[config.mk]
export PLATFORM = sky130hd
export DESIGN_NAME = fetch_prefetch_unit
export DESIGN_NICKNAME = d
export VERILOG_FILES = /design/src/rtl/fetch_pkg.sv /design/src/rtl/fetch_fifo.sv /design/src/rtl/fetch_prefetch_unit.sv
export SDC_FILE = /design/constraint.sdc
export NUM_CORES = 1
export LEC_CHECK = 0
export CAP_MARGIN = 20
export CORE_MARGIN = 2
export CORE_UTILIZATION = 53
export DETAILED_ROUTE_END_ITERATION = 10
export PLACE_DENSITY = 0.8
export SYNTH_ARGS = -nofsm -noshare
export SYNTH_HDL_FRONTEND = slang
export SYNTH_SLANG_ARGS = --single-unit
[constraint.sdc]
create_clock -name clk -period 5.5 [get_ports clk]
set_input_delay 1.65 -clock clk [delete_from_list [all_inputs] [get_ports clk]]
set_output_delay 1.65 -clock clk [all_outputs]
set_load 0.1 [all_outputs]
[src/rtl/fetch_pkg.sv]
// Shared constants and types for the instruction fetch/prefetch block.
// Latency: n/a (declarations only).
// Backpressure: n/a.
package fetch_pkg;

   localparam int XLEN_DEF = 32;
   localparam int ILEN_DEF = 32;
   localparam int PC_STEP  = 4;

   typedef enum logic [1:0] {
      S_BOOT,
      S_RUN,
      S_FLUSH
   } fetch_state_e;

   // Counter width able to hold 0..depth inclusive.
   function automatic int cnt_w(input int depth);
      return $clog2(depth) + 1;
   endfunction

endpackage

[src/rtl/fetch_fifo.sv]
// Circular buffer of {pc, instr}: pc slot reserved at issue, instr filled at response.
// Latency: a pushed entry is visible at the head the cycle after the push.
// Backpressure: none internally; the caller never reserves beyond DEPTH slots.
module fetch_fifo
   import fetch_pkg::*;
#(
   parameter int DEPTH = 4,
   parameter int PW    = 32,
   parameter int DW    = 32,
   localparam int AW   = $clog2(DEPTH),
   localparam int CW   = cnt_w(DEPTH)
) (
   input  logic          clk,
   input  logic          reset,
   input  logic          flush_i,
   input  logic          rsv_vld_i,
   input  logic [PW-1:0] rsv_pc_i,
   input  logic          push_vld_i,
   input  logic [DW-1:0] push_dat_i,
   input  logic          pop_i,
   output logic [PW-1:0] head_pc_o,
   output logic [DW-1:0] head_dat_o,
   output logic [CW-1:0] count_o
);

   logic [PW-1:0] pc_mem_q  [DEPTH];
   logic [DW-1:0] dat_mem_q [DEPTH];
   logic [AW-1:0] rd_ptr_q;
   logic [AW-1:0] wr_ptr_q;
   logic [AW-1:0] rsv_ptr_q;
   logic [CW-1:0] count_q;
   logic          pop;

   assign pop        = pop_i && (count_q != '0);
   assign head_pc_o  = pc_mem_q[rd_ptr_q];
   assign head_dat_o = dat_mem_q[rd_ptr_q];
   assign count_o    = count_q;

   // Pointer and occupancy update; flush empties the ring and rewinds every pointer.
   always_ff @(posedge clk) begin
      if (reset || flush_i) begin
         rd_ptr_q  <= '0;
         wr_ptr_q  <= '0;
         rsv_ptr_q <= '0;
         count_q   <= '0;
      end else begin
         if (rsv_vld_i)  rsv_ptr_q <= rsv_ptr_q + AW'(1);
         if (push_vld_i) wr_ptr_q  <= wr_ptr_q + AW'(1);
         if (pop)        rd_ptr_q  <= rd_ptr_q + AW'(1);
         count_q <= count_q + CW'(push_vld_i) - CW'(pop);
      end
   end

   // Storage: PC written when the request issues, instruction when its response returns.
   always_ff @(posedge clk) begin
      if (rsv_vld_i)  pc_mem_q[rsv_ptr_q] <= rsv_pc_i;
      if (push_vld_i) dat_mem_q[wr_ptr_q] <= push_dat_i;
   end

endmodule

[src/rtl/fetch_prefetch_unit.sv]
// Instruction fetch: issues in-order imem requests, buffers returns with PCs, redirects on branch.
// Latency: response to out_valid is one cycle; request valid is combinational only on redirect_valid.
// Backpressure: issue stalls once buffered + in-flight reaches QDEPTH; decode stalls via out_ready.
module fetch_prefetch_unit
   import fetch_pkg::*;
#(
   parameter int              XLEN     = XLEN_DEF,
   parameter int              ILEN     = ILEN_DEF,
   parameter logic [XLEN-1:0] RESET_PC = '0,
   parameter int              QDEPTH   = 4
) (
   input  logic            clk,
   input  logic            reset,
   input  logic            redirect_valid,
   input  logic [XLEN-1:0] redirect_target,
   output logic            imem_req_valid,
   input  logic            imem_req_ready,
   output logic [XLEN-1:0] imem_req_addr,
   input  logic            imem_resp_valid,
   input  logic [ILEN-1:0] imem_resp_data,
   output logic            out_valid,
   input  logic            out_ready,
   output logic [XLEN-1:0] out_pc,
   output logic [ILEN-1:0] out_instr,
   output logic [XLEN-1:0] fetch_pc
);

   localparam int          CW   = cnt_w(QDEPTH);
   localparam logic [CW:0] QD_W = (CW+1)'(QDEPTH);

   fetch_state_e    state_q, state_d;
   logic [XLEN-1:0] fetch_pc_q, fetch_pc_d;
   logic [CW-1:0]   outst_q, outst_d;
   logic [CW-1:0]   drop_cnt_q, drop_cnt_d;
   logic [CW-1:0]   outst_after;
   logic [CW-1:0]   count;
   logic [CW:0]     occ;
   logic            req_fire, out_fire, redir;
   logic            resp_live, resp_stale, push;
   logic            unused_tgt_lo;

   assign unused_tgt_lo  = ^redirect_target[1:0];

   assign occ            = {1'b0, count} + {1'b0, outst_q};
   assign imem_req_valid = (state_q == S_RUN) && !redirect_valid && (occ < QD_W);
   assign imem_req_addr  = fetch_pc_q;
   assign fetch_pc       = fetch_pc_q;
   assign out_valid      = (count != '0);

   assign req_fire    = imem_req_valid && imem_req_ready;
   assign out_fire    = out_valid && out_ready;
   assign redir       = redirect_valid && (state_q != S_BOOT);
   // A response belongs to a live request only once every stale one has drained.
   assign resp_live   = imem_resp_valid && (drop_cnt_q == '0);
   assign resp_stale  = imem_resp_valid && (drop_cnt_q != '0);
   assign push        = resp_live && !redir;
   assign outst_after = outst_q + CW'(req_fire) - CW'(resp_live);

   // Next-state: redirect turns all live in-flight requests into stale ones to drop.
   always_comb begin
      state_d    = state_q;
      fetch_pc_d = fetch_pc_q;
      outst_d    = outst_after;
      drop_cnt_d = drop_cnt_q - CW'(resp_stale);
      if (redir) begin
         fetch_pc_d = {redirect_target[XLEN-1:2], 2'b00};
         outst_d    = '0;
         drop_cnt_d = drop_cnt_q - CW'(resp_stale) + outst_after;
         state_d    = (drop_cnt_d != '0) ? S_FLUSH : S_RUN;
      end else begin
         if (req_fire) fetch_pc_d = fetch_pc_q + XLEN'(PC_STEP);
         case (state_q)
            S_BOOT:  state_d = S_RUN;
            S_FLUSH: if (drop_cnt_d == '0) state_d = S_RUN;
            default: state_d = state_q;
         endcase
      end
   end

   // FSM and fetch bookkeeping registers.
   always_ff @(posedge clk) begin
      if (reset) begin
         state_q    <= S_BOOT;
         fetch_pc_q <= RESET_PC;
         outst_q    <= '0;
         drop_cnt_q <= '0;
      end else begin
         state_q    <= state_d;
         fetch_pc_q <= fetch_pc_d;
         outst_q    <= outst_d;
         drop_cnt_q <= drop_cnt_d;
      end
   end

   fetch_fifo #(
      .DEPTH (QDEPTH),
      .PW    (XLEN),
      .DW    (ILEN)
   ) u_fifo (
      .clk        (clk),
      .reset      (reset),
      .flush_i    (redir),
      .rsv_vld_i  (req_fire),
      .rsv_pc_i   (fetch_pc_q),
      .push_vld_i (push),
      .push_dat_i (imem_resp_data),
      .pop_i      (out_fire),
      .head_pc_o  (out_pc),
      .head_dat_o (out_instr),
      .count_o    (count)
   );

   // Reserved plus buffered entries can never exceed the queue depth.
   a_occ_bound : assert property (@(posedge clk) disable iff (reset) occ <= QD_W);

endmodule

# Word level (Yosys, flattened, before mapping)
# Memory sizes are Yosys's and may differ from the RTL's. A register that Yosys moved wholly into a read port is not among the register bits.
# Index checks and enable logic that the tools add are counted.
[classes] magnitude_cmp=1 n_reduce_logical=23 n_mux=15 n_addsub=11 n_eq_ne=3
[op_table] op="32-bit 2-to-1 mux" count=2
[op_table] op="32-bit by 3-bit adder with 32-bit output (second input constant)" count=1
[op_table] op="2-bit 2-to-1 mux" count=7
[op_table] op="3-bit nonzero test" count=4
[op_table] op="1-bit logical AND" count=9
[op_table] op="3-bit by 1-bit subtractor with 3-bit output" count=3
[op_table] op="2-bit by 1-bit adder with 2-bit output (second input constant)" count=3
[op_table] op="3-bit by 1-bit adder with 3-bit output" count=2
[op_table] op="3-bit logical NOT" count=2
[op_table] op="3-bit by 3-bit adder with 4-bit output" count=1
[op_table] op="4-bit by 3-bit < comparator with 1-bit output (second input constant)" count=1
[op_table] op="1-bit 2-to-1 mux" count=4
[op_table] op="2-bit case mux with 2 select lines" count=1
[op_table] op="2-bit nonzero test" count=2
[op_table] op="3-bit adder" count=1
[op_table] op="3-bit 2-to-1 mux" count=1
[op_table] op="3-bit inequality test (second input constant)" count=1
[op_table] op="2-bit by 1-bit equality test with 1-bit output (second input constant)" count=1
[op_table] op="2-bit equality test (second input constant)" count=1
[op_table] op="1-bit logical NOT" count=2
[op_table] op="2-bit logical NOT" count=1
[op_table] op="2-bit AND reduction" count=1
[op_table] op="2-bit OR reduction" count=1
[op_table] op="1-bit logical OR" count=1
[totals] register_bits=49 mem_bits_rw=256 mem_count=2 in_bits=70 out_inout_bits=130 word_cells=64
[mem_list] name="u_fifo.dat_mem_q" depth=4 word_bits=32 rd=1 rd_ports_with_merged_regs=1 write_ports=1 line="fetch_fifo.sv:27" text="logic [DW-1:0] dat_mem_q [DEPTH];"
[mem_list] name="u_fifo.pc_mem_q" depth=4 word_bits=32 rd=1 rd_ports_with_merged_regs=1 write_ports=1 line="fetch_fifo.sv:26" text="logic [PW-1:0] pc_mem_q [DEPTH];"

# Depth between registers and ports, before layout
# Gate-level depths: netlist (run 1).
[depth] depth_word=10 ltp_mapped=15 mapped_depth_nobuf=13

# Hierarchy
# From an unflattened synthesis (run 1), not the netlist that was laid out.
[unflattened] cells_unflattened=705 area_unflattened_um2=12438.2
[modules_own_cells] module="fetch_fifo" n_inst=1 area_per_inst_um2=9928.3 cells_each=395
[modules_own_cells] module="fetch_prefetch_unit" n_inst=1 area_per_inst_um2=2509.9 cells_each=310

# Worst setup path after synthesis (run 1)
# OpenSTA, ideal clock, no wires.
[synth_timing] kind="in2reg" start="in redirect_valid" end="reg state_q[1]" t_arrival_ps=4438 n_path_buf=2 setup_slack_ps=928 required_ps=5366 stages=14 path_cell_list="nor4b_4 -> and4_1 -> buf_4 -> inv_2 -> buf_6 -> ha_1 -> inv_1 -> ha_1 -> fa_1 -> fa_1 -> xnor2_1 -> xnor2_1 -> o31ai_1 -> a21oi_1"
[synth_between] elab_chain_cells=10 word_cells_on_any_way=14 classes_between="3 x add/sub; 1 x eq/ne; 2 x mux; 8 x reduce/logical"
[synth_rtl] item="start, declared" line="fetch_prefetch_unit.sv:14" text="input logic redirect_valid,"
[synth_rtl] item="1-bit logical NOT" line="fetch_prefetch_unit.sv:45" text="assign imem_req_valid = (state_q == S_RUN) && !redirect_valid && (occ < QD_W);"
[synth_rtl] item="1-bit logical AND (2 in a row)" line="fetch_prefetch_unit.sv:45"
[synth_rtl] item="1-bit logical AND" line="fetch_prefetch_unit.sv:50" text="assign req_fire = imem_req_valid && imem_req_ready;"
[synth_rtl] item="3-bit by 1-bit adder with 3-bit output" line="fetch_prefetch_unit.sv:57" text="assign outst_after = outst_q + CW'(req_fire) - CW'(resp_live);"
[synth_rtl] item="3-bit by 1-bit subtractor with 3-bit output" line="fetch_prefetch_unit.sv:57"
[synth_rtl] item="net outst_after[1]" line="fetch_prefetch_unit.sv:35" text="logic [CW-1:0] outst_after;"
[synth_rtl] item="3-bit adder" line="fetch_prefetch_unit.sv:68" text="drop_cnt_d = drop_cnt_q - CW'(resp_stale) + outst_after;"
[synth_rtl] item="3-bit nonzero test" line="fetch_prefetch_unit.sv:69" text="state_d = (drop_cnt_d != '0) ? S_FLUSH : S_RUN;"
[synth_rtl] item="2-bit 2-to-1 mux" line="fetch_prefetch_unit.sv:69"
[synth_rtl] item="2-bit 2-to-1 mux" line="fetch_prefetch_unit.sv:65" text="if (redir) begin"
[synth_rtl] item="end signal, assigned" line="fetch_prefetch_unit.sv:88" text="state_q <= state_d;"
[synth_rtl] item="end, declared" line="fetch_prefetch_unit.sv:31" text="fetch_state_e state_q, state_d;"
# The timed path passes the listed nets, and every way through them passes these cells.
# A chain may end at the register's enable or synchronous reset.

==> flow_metrics.tcl, run 1 <==
set metrics [dict create \
    hold_viol 0 \
    p_clk_share_pct 21.5 \
    grt_pass1_wl_mm 36.6 \
    cts_tree "yes" \
    dieWidth_um 154 \
    antenna_found_initial 0 \
    numClockSinks 297 \
    hold-path-endpoint "u_fifo.wr_ptr_q[1]$_SDFFE_PP0P_" \
    instances_no_fill 1167 \
    total_power_mw 8.95 \
    max_freq_mhz 210 \
    yosys-top-cells-area "edfxtp_1 (62%), mux4_2 (12%), dfxtp_1 (8.2%)" \
    wire_per_inst_um 20.8 \
    worst_clock_skew_ns 0.0104 \
    row_count 55 \
    worst_r2r_endpoint "state_q[1]$_SDFFE_PP0P_" \
    synth_most_common_cell "edfxtp_1" \
    power.internal_mw 4.93 \
    cp_slowest_cell "clkdlybuf4s50_1" \
    ir_worst_vdd_uv 552 \
    power_density_nw_per_um2 599 \
    netSwitchingFraction_pct 44.9 \
    detail-route-antenna-nets 0 \
    synth_common_cells "edfxtp_1 (248), mux4_2 (62), dfxtp_1 (49), nor2_1 (41), buf_4 (37)" \
    fp.dieH_um 154 \
    syn2layout_area_growth_pct 24.8 \
    hold_path_class "flip-flop to flip-flop" \
    clockBufferDepth 3 \
    port_buffers 191 \
    wl_mm 24.3 \
    placed_cell_area_um2 14000 \
    numCtsBuffers 29 \
    hp-start "u_fifo.wr_ptr_q[1]$_SDFFE_PP0P_" \
    p_switching_mw 4.02 \
    die_area_um2 23800 \
    cp.arrival_ns 3.12 \
    leakage_nw 4.90 \
    synth_cell_type_count 46 \
    worstPathCellList "buf_4 > mux4_2 > clkdlybuf4s50_1" \
    hpwl_mm 15.5 \
    reg2reg_from "u_fifo.count_o[1]$_SDFF_PP0_" \
    synth_top_cell_area_share_pct 62.1 \
    pin_count 200 \
    fin_area_um2 15000 \
    combPwrFrac_pct 44.1 \
    yosysWarnings 0 \
    dr.pass1.iters 4 \
    r2r_cells 13 \
    drv_slew 0 \
    postCtsSetupRepairBufs 0 \
    hold_path_depth 2 \
    track_usage_pct 20.0 \
    max_slew.worst_pin.slew_ns 1.07 \
    grt_overflow 0 \
    synth-main-ff-cell "edfxtp_1" \
    avgSynthCellArea_um2 17.6 \
    ctsResizeCount 0 \
    timing.critical_path.buf_inv 2 \
    startpoint_type "flip-flop" \
    place_ws_ns 0.324 \
    drc 0 \
    vias 6527 \
    setup_viol 0 \
    cts_max_level 1 \
    place_inst 1113 \
    ys_seq_elements 297 \
    path_max_fanout 26 \
    cp.required_ns 3.85 \
    r2r_slack_ns 2.02 \
    layout.nets 950 \
    rsz0062_at_grt "false" \
    design.core.area_um2 22400 \
    setup_ws_ns 0.728 \
    drive_gt1_share_pct 16.1 \
    async_flop_share_pct 0 \
    cts_hold_buf 0 \
    status "finished clean" \
    routabilityCongestion 0.755 \
    seq_power_share_pct 34.4 \
    yosys.area.top_type "edfxtp_1" \
    grt_max_degree 58 \
    clock_latency_ns 0.54 \
    yosysSeqAreaShare_pct 70.3 \
    critPathKind "flip-flop to output pin" \
    fin_crit_sh_pct 86.8 \
    dr.first_iter.drc_count 421 \
    fin_tns_setup_ns 0 \
    clk_pin_slew_ns 0.06 \
    maxCapViolations 0 \
    synth_edf_count 248 \
    slowest_delay_ns 0.99 \
    syn_inst 683 \
    grt_pass1_vias 6571 \
    netlist_area_um2 12000 \
    relSlewSlack_pct 28.7 \
    crit_family "buffers and inverters" \
    cp-end-kind "output pin" \
    vias_per_cell 5.59 \
    start_util_pct 53.4 \
    fin_crit_ns 4.77 \
    cts-root-buf "clkbuf_16" \
]
cell usage in the layout, fill, tap and decap left out, types with 4 or more instances in the layout:
cell             synthesis  final
clkbuf_1                20      7
nor4_1                   6      6
nand2_1                 18     18
nor2_1                  41     41
and4_1                   5      5
nand4_1                  5      5
xnor2_1                 29     29
nor3_1                  14     14
conb_1                   1      6
edfxtp_1               248    248
and2_1                  16     16
mux4_2                  62     62
clkdlybuf4s50_1          0    181
or3_1                    4      4
dfxtp_1                 49     47
a211oi_1                27     27
o21ai_0                  5      5
nand3_1                  8      8
buf_4                   37     23
clkbuf_16                0     29
and3_1                   5      5
clkinvlp_4               0      4
clkinv_2                 0      5
xor2_1                   7      7
inv_1                   18     18
ha_1                    18     18
through the flow:
stage               utilization [%]  hold WS (ns)
floorplan                         -         0.469
global placement               62.5         0.488
detailed placement             62.5         0.501
CTS                            66.7         0.509
global route                   66.7         0.528
finish                         66.7         0.503
logic make-up (layout without fill, tap and decap cells):
| group | count (synthesis) | in the layout | synth area share, % |
|---|---|---|---|
| AO/OA/AOI/OAI | 44 | 44 | 2.60 |
| XOR/XNOR | 37 | 37 | 2.82 |
| adder cells (fa/ha/maj) | 21 | 21 | 2.38 |
| buffers and inverters | 86 | 279 | 3.99 |
| flip-flops | 297 | 297 | 70.3 |
| multiplexers | 64 | 64 | 11.8 |
| other | 1 | 7 | 0.0313 |
| AND/OR/NAND/NOR | 133 | 133 | 6.06 |
area by class of cell:
type	instances	area (µm²)
clock inverters	16	170
diodes	1	2.50
repair buffers	207	2040
inverters	19	71.3
flip-flops and latches	297	8430
fillers	1562	7480
well taps	285	357
multi-input cells	305	3110
clock buffers	37	766
flip-flops by register name (all words and copies together) (netlist names), named ones only:
name              flops
u_fifo.rd_ptr_q       2
outst_q               3
drop_cnt_q            3
u_fifo.wr_ptr_q       2
fetch_pc             30
u_fifo.rsv_ptr_q      2
state_q               2
u_fifo.dat_mem_q    128
u_fifo.pc_mem_q     120
u_fifo.count_o        3
power by group through the flow:
stage	registers (mW)	logic, mW	clock network, mW
CTS	3.08	3.97	1.96
floorplan	3.47	2.75	0
global placement	3.10	3.93	0
finish	3.08	3.95	1.93
global route	3.12	4.09	2.04
detailed placement	3.12	3.96	0
metal layers:
metal | track usage (%) | wire length, µm | vias up
li1 | - | - | 2959
met1 | 26.7 | 9890 | 3259
met2 | 33.7 | 11900 | 269
met3 | 4.43 | 2000 | 40
met4 | 5.29 | 517 | 0
met5 | 0 | 0 | -
worst min-delay path, delay by kind of cell (launching register included):
family | cells | cell delay [ns]
compound gates | 1 | 0.05
simple gates | 1 | 0.06
flops | 1 | 0.34
how the worst max path moves through the flow:
| stage | startpoint | endpoint | cells past startpoint | slack, ns |
|---|---|---|---|---|
| finish | flip-flop | out_pc[11] | 3 | 0.73 |
| global route | flip-flop | out_pc[11] | 3 | 0.57 |
| CTS | flip-flop | out_pc[11] | 3 | 0.66 |
| detailed placement | redirect_valid | state_q[1]$_SDFFE_PP0P_ | 13 | 0.32 |
| global placement | redirect_valid | state_q[1]$_SDFFE_PP0P_ | 13 | 0.41 |
| floorplan | redirect_valid | state_q[1]$_SDFFE_PP0P_ | 14 | 0.93 |
No activity file was read; power rests on OpenSTA's default activity.
==> inputs of run 2 (changes only) <==
SLEW_MARGIN = 5   (was unset)
==> results of run 2 <==
Final layout, timing and power as in run 1 (identical DEF).
==> inputs of run 3 (changes only) <==
CTS_CLUSTER_DIAMETER = 100   (was unset)
==> results of run 3 <==
Final layout, timing and power as in run 1 (identical DEF).
